**src/rtl/block_drop_controller_pkg.sv**
```systemverilog
`default_nettype none
// ============================================================================
// block_drop_controller_pkg : shared stacking-game geometry and controller states
// Revision : 1.0
// ============================================================================
package block_drop_controller_pkg;

   localparam int FIELD_W = 160;
   localparam int BLOCK_W = 10;
   localparam logic [7:0] XMAX   = 8'(FIELD_W - BLOCK_W);
   localparam logic [7:0] BASE_X = 8'd75;

   typedef enum logic [2:0] {
      MOVE      = 3'd0,
      WAIT      = 3'd1,
      DECIDE    = 3'd2,
      GAME_OVER = 3'd3,
      WIN       = 3'd4
   } state_e;

endpackage
`default_nettype wire

```
**src/rtl/block_drop_controller_rise.sv**
```systemverilog
`default_nettype none
// ============================================================================
// rise_edge_detect : registers a level and flags the cycle it goes 0 -> 1
// Revision : 1.0
// ============================================================================
module rise_edge_detect (
   input  logic clk,
   input  logic resetn,
   input  logic d_i,
   output logic rise_o
);

   logic d_q;

   always_ff @(posedge clk) begin
      if (!resetn) begin
         d_q <= 1'b0;
      end else begin
         d_q <= d_i;
      end
   end

   assign rise_o = d_i & ~d_q;

endmodule
`default_nettype wire

```
**src/rtl/block_drop_controller.sv**
```systemverilog
`default_nettype none
// ============================================================================
// block_drop_controller : sweeps the active block, latches drops, commits rows
// Revision : 1.0
// ============================================================================
module block_drop_controller
   import block_drop_controller_pkg::*;
#(
   parameter int TICK_DIV = 833334,
   parameter int MAX_ROWS = 12
) (
   input  logic       clk,
   input  logic       resetn,
   input  logic       drop,
   input  logic       restart,
   input  logic       overlap_q,
   output logic [7:0] moving_x,
   output logic [7:0] curr_x_position,
   output logic [7:0] prev_x_position,
   output logic [3:0] row,
   output logic       commit,
   output logic       game_over,
   output logic       win
);

   localparam int CNT_W = $clog2(TICK_DIV);
   localparam logic [CNT_W-1:0] TICK_LAST = CNT_W'(TICK_DIV - 1);
   localparam logic [3:0]       ROW_WIN   = 4'(MAX_ROWS);

   state_e           state_q, state_d;
   logic [7:0]       x_q, x_d;
   logic             right_q, right_d;
   logic [7:0]       curr_q, curr_d;
   logic [7:0]       prev_q, prev_d;
   logic [3:0]       row_q, row_d;
   logic [CNT_W-1:0] cnt_q, cnt_d;
   logic             drop_rise;

   rise_edge_detect u_drop_edge (
      .clk    (clk),
      .resetn (resetn),
      .d_i    (drop),
      .rise_o (drop_rise)
   );

   always_comb begin
      state_d = state_q;
      x_d     = x_q;
      right_d = right_q;
      curr_d  = curr_q;
      prev_d  = prev_q;
      row_d   = row_q;
      cnt_d   = cnt_q;

      case (state_q)
         MOVE: begin
            // A drop in the same cycle as a tick wins: latch the pre-tick x.
            if (drop_rise) begin
               curr_d  = x_q;
               state_d = WAIT;
            end else if (cnt_q == TICK_LAST) begin
               cnt_d = '0;
               if (right_q) begin
                  if (x_q == XMAX) right_d = 1'b0;
                  else             x_d     = x_q + 8'd1;
               end else begin
                  if (x_q == 8'd0) right_d = 1'b1;
                  else             x_d     = x_q - 8'd1;
               end
            end else begin
               cnt_d = cnt_q + 1'b1;
            end
         end
         WAIT: begin
            state_d = DECIDE;
         end
         DECIDE: begin
            if (overlap_q) begin
               prev_d  = curr_q;
               row_d   = row_q + 4'd1;
               state_d = (row_q + 4'd1 == ROW_WIN) ? WIN : MOVE;
            end else begin
               state_d = GAME_OVER;
            end
         end
         GAME_OVER, WIN: begin
            if (restart) begin
               state_d = MOVE;
               x_d     = 8'd0;
               right_d = 1'b1;
               curr_d  = BASE_X;
               prev_d  = BASE_X;
               row_d   = 4'd0;
               cnt_d   = '0;
            end
         end
         default: begin
            state_d = MOVE;
         end
      endcase
   end

   always_ff @(posedge clk) begin
      if (!resetn) begin
         state_q <= MOVE;
         x_q     <= 8'd0;
         right_q <= 1'b1;
         curr_q  <= BASE_X;
         prev_q  <= BASE_X;
         row_q   <= 4'd0;
         cnt_q   <= '0;
      end else begin
         state_q <= state_d;
         x_q     <= x_d;
         right_q <= right_d;
         curr_q  <= curr_d;
         prev_q  <= prev_d;
         row_q   <= row_d;
         cnt_q   <= cnt_d;
      end
   end

   assign moving_x        = x_q;
   assign curr_x_position = curr_q;
   assign prev_x_position = prev_q;
   assign row             = row_q;
   assign commit          = (state_q == DECIDE) && overlap_q;
   assign game_over       = (state_q == GAME_OVER);
   assign win             = (state_q == WIN);

endmodule
`default_nettype wire

```
**config.mk**
```make
export PLATFORM = sky130hd
export DESIGN_NAME = block_drop_controller
export DESIGN_NICKNAME = d
export VERILOG_FILES = /design/src/rtl/block_drop_controller_pkg.sv /design/src/rtl/block_drop_controller_rise.sv /design/src/rtl/block_drop_controller.sv
export SDC_FILE = /design/constraint.sdc
export NUM_CORES = 1
export LEC_CHECK = 0
export BUFFER_PORTS_ARGS = -buffer_cell sky130_fd_sc_hd__buf_2
export CORE_MARGIN = 2
export CORE_UTILIZATION = 50
export DETAILED_ROUTE_END_ITERATION = 12
export PLACE_DENSITY = 0.72
export SYNTH_ARGS = -nofsm -noshare
export SYNTH_HDL_FRONTEND = slang
export SYNTH_SLANG_ARGS = --single-unit
```
**constraint.sdc**
```tcl
create_clock -name clk -period 3.1 [get_ports clk]
set_clock_uncertainty 0.2 [all_clocks]
set_input_delay 0.31 -clock clk [delete_from_list [all_inputs] [get_ports clk]]
set_output_delay 0.31 -clock clk [all_outputs]
set_load 0.02 [all_outputs]
```
==> flow_metrics.env <==
export IMPL_status="complete, no violations"
export IMPL_grt_ovfl_total=0
export IMPL_drcViolationCount=0
export IMPL_synth_top_family_by_area="simple AND/OR/NAND/NOR gates"
export IMPL_num_nets_final=366
export IMPL_worstMarginPinSlew_ns=0.6405
export IMPL_synthAdderAreaFrac_pct=4.880
export IMPL_grt_util_met2_pct=33.53
export IMPL_syn_area_sq_um=2718
export IMPL_start_util_pct=52.54
export IMPL_finalCritPeriodShare_pct=85.90
export IMPL_post_dp_hpwl_um=4339
export IMPL_clk_pin_slew_ns=0.10
export IMPL_fin_util_pct=58.93
export IMPL_routed_wl_um=5885
export IMPL_synth_mux_area_share_pct=4.052
export IMPL_busiest_layer="met2"
export IMPL_layout_setup_ws_ns=0.4371
export IMPL_ys_flop_type="dfxtp_1"
export IMPL_hold_slack_ns=0.02273
export IMPL_cp_end_kind="register"
export IMPL_dp_cells=414
export IMPL_ant_nets=0
export IMPL_fin_setup_tns_ns=0
export IMPL_fillers=476
export IMPL_required_ns=3.14
export IMPL_drv_cap=0
export IMPL_whs_endpoint="u_drop_edge.d_q"
export IMPL_r2r_start="cnt_q[14]"
export IMPL_grt_usage_pct=20.64
export IMPL_yosysUniqueCellTypes=53
export IMPL_io_pins=36
export IMPL_vias=2349
export IMPL_cts_root_buf="clkbuf_8"
export IMPL_htreeDepth=2
export IMPL_port_buffers=35
export IMPL_layout_min_cycle_time_ns=2.663
export IMPL_cp_arrival_ns=2.70
export IMPL_cts_setup_buffers=0
export IMPL_area_growth_pct=12.15
export IMPL_antenna_found_initial=0
export IMPL_syn_inst=317
export IMPL_std_cell_rows=26
export IMPL_ir_drop_mv=0.2356
export IMPL_synth_top_cells_by_area="dfxtp_1 (39%), nor2_1 (5.0%), ha_1 (4.1%)"
export IMPL_use_met1_pct=27.16
export IMPL_grt_pass1_wl_um=10120
export IMPL_synthSimpleGateAreaFrac_pct=28.41
export IMPL_relSlewSlack_pct=57.02
export IMPL_ys_seq_elements=53
export IMPL_drive_gt1_share_pct=15.34
export IMPL_rr_endpoint="moving_x[2]"
export IMPL_synthArstFlopShare_pct=0
export IMPL_cts_tree="built"
export IMPL_viasPerCell=5.566
export IMPL_synth_xor_area_share_pct=5.801
export IMPL_yosys_warnings=0
export IMPL_hold_class="input pin to register"
export IMPL_ctsResizeCount=0
export IMPL_startpoint_type="register"
export IMPL_drtIter0Drc=131
export IMPL_cts_num_sinks=53
export IMPL_cts_buffers=5
export IMPL_power_leakage_nw=1.231
export IMPL_rrSetupSlack_ns=0.44
export IMPL_critPathKind="register to register"
export IMPL_synth_edf_count=0
export IMPL_clk_latency_ns=0.31
export IMPL_synth_top_area_cell="dfxtp_1"
export IMPL_met3_usage_pct=3.488
export IMPL_stdcell_count=422
export IMPL_finalSetupViolCount=0
export IMPL_synth_top_area_share_pct=39.04
export IMPL_grt_pass1_vias=2140
export IMPL_antenna_cells=0
export IMPL_max_freq_ghz=0.3755
export IMPL_dpl_cell_area_sq_um=2962
export IMPL_wire_per_inst_um=13.95
export IMPL_die_w_um=77.73
export IMPL_whs_path_depth=2
export IMPL_hold_start="drop"
export IMPL_die_y_um=77.73
export IMPL_crit_fanout=15
export IMPL_grt_start_max_net_pins=30
export IMPL_worstRegToRegCells=6
export IMPL_core_sq_um=5172
export IMPL_gp_congestion=0.8069
export IMPL_total_power_mw=1.202
export IMPL_ys_seq_area_share_pct=39.04
export IMPL_die_area_sq_um=6041
export IMPL_synth_compound_gate_area_share_pct=14.36
export IMPL_clock_path_buffers=2
export IMPL_hold_viol=0
export IMPL_cts_hold_buffers=0
export IMPL_design_area_sq_um=3048
export IMPL_synth_nets=332
export IMPL_slew_viol_final=0
export IMPL_avgSynthCellArea_sq_um=8.573
export IMPL_rsz0062_at_grt="no"
export IMPL_powerDensity_nw_per_um2=394.3
export IMPL_pre_cts_ws_ns=0.4609
export IMPL_first_pass_iters=4
-- power breakdown --
| group | total [mW] | leakage [nW] | internal, mW | switching (mW) |
|---|---|---|---|---|
| registers | 0.709 | 0.429 | 0.693 | 0.0159 |
| clock network | 0.386 | 0.0439 | 0.156 | 0.229 |
| logic | 0.106 | 0.758 | 0.0410 | 0.0653 |
-- worst max-delay path: stages (launching register included) --
cell and delay (ns):
dfxtp_1 0.35, or4b_4 0.55, nor4_4 0.17, o211ai_2 0.18, or2_1 0.45, or4_1 0.55, a21boi_1 0.15
-- cells in the final DEF, fill, tap and decap left out, types with 3 or more instances in the layout --
cell type / count
a21boi_0: 8
a21boi_1: 3
a21oi_1: 8
and2_1: 5
buf_2: 35
buf_4: 4
clkbuf_8: 5
dfxtp_1: 53
ha_1: 9
inv_1: 12
mux2i_1: 11
nand2_1: 29
nand3_1: 14
nand4_1: 6
nand4b_1: 3
nor2_1: 36
nor2b_1: 8
nor3_1: 15
nor3b_1: 3
o21a_1: 5
o21ai_0: 10
o31ai_1: 3
or3_1: 8
or4_1: 3
xnor2_1: 10
xor2_1: 8
-- flip-flops by register name (all words and copies together), names as in the netlist --
register	flops
moving_x	8
cnt_q	20
curr_x_position	8
row	4
state_q	3
right_q	1
u_drop_edge.d_q	1
prev_x_position	8
-- final cells by class --
cell class / count / area, sq um / share of cell area, %
Multi-Input combinational cell: 240 / 1563 / 51.27
Sequential cell: 53 / 1061 / 34.81
Timing Repair Buffer: 39 / 205.2 / 6.732
Tap cell: 70 / 87.58 / 2.874
Clock buffer: 5 / 68.82 / 2.258
Inverter: 12 / 45.04 / 1.478
Clock inverter: 3 / 17.52 / 0.5747
-- layer usage --
| metal | wire length, um | up-vias |
|---|---|---|
| met5 | 0 | - |
| met4 | 57 | 0 |
| met3 | 266 | 4 |
| met2 | 2797 | 52 |
| met1 | 2763 | 1106 |
| li1 | - | 1187 |
-- synth_stat cells, drive strengths merged (2+ instances only) --
master / n
a21oi: 8
nor4b: 2
nand3: 14
dfxtp: 53
nor4: 3
o211ai: 3
inv: 12
nand4: 6
o21ai: 11
nor2b: 8
or2: 3
and3b: 2
o22ai: 2
nor3b: 3
ha: 9
a21boi: 11
or4b: 2
or3: 8
nand2: 29
nor3: 15
xnor2: 10
and2: 5
o31ai: 3
mux2i: 11
and3: 2
nand4b: 3
buf: 4
nor2: 36
or4: 3
o21a: 5
a211oi: 2
clkbuf: 8
xor2: 8
-- kinds of logic (layout without fill, tap and decap cells) --
group                      Yosys count  count (layout)
muxes                               11              11
and+or+nand+nor                    146             146
AOI/OAI and AO/OA                   55              55
xor gates and xnor gates            18              18
buffers and inverters               24              59
adders and majority gates           10              10
DFF                                 53              53
-- worst max path at each step --
stage / startpoint / to / slack (ns)
floorplan: cnt_q[14] / moving_x[2] / 0.78
global placement: cnt_q[14] / moving_x[5] / 0.53
detailed placement: cnt_q[14] / moving_x[2] / 0.46
CTS: cnt_q[14] / moving_x[2] / 0.42
global route: cnt_q[14] / moving_x[2] / 0.25
finish: cnt_q[14] / moving_x[2] / 0.44
(Power assumes the default switching activity.)
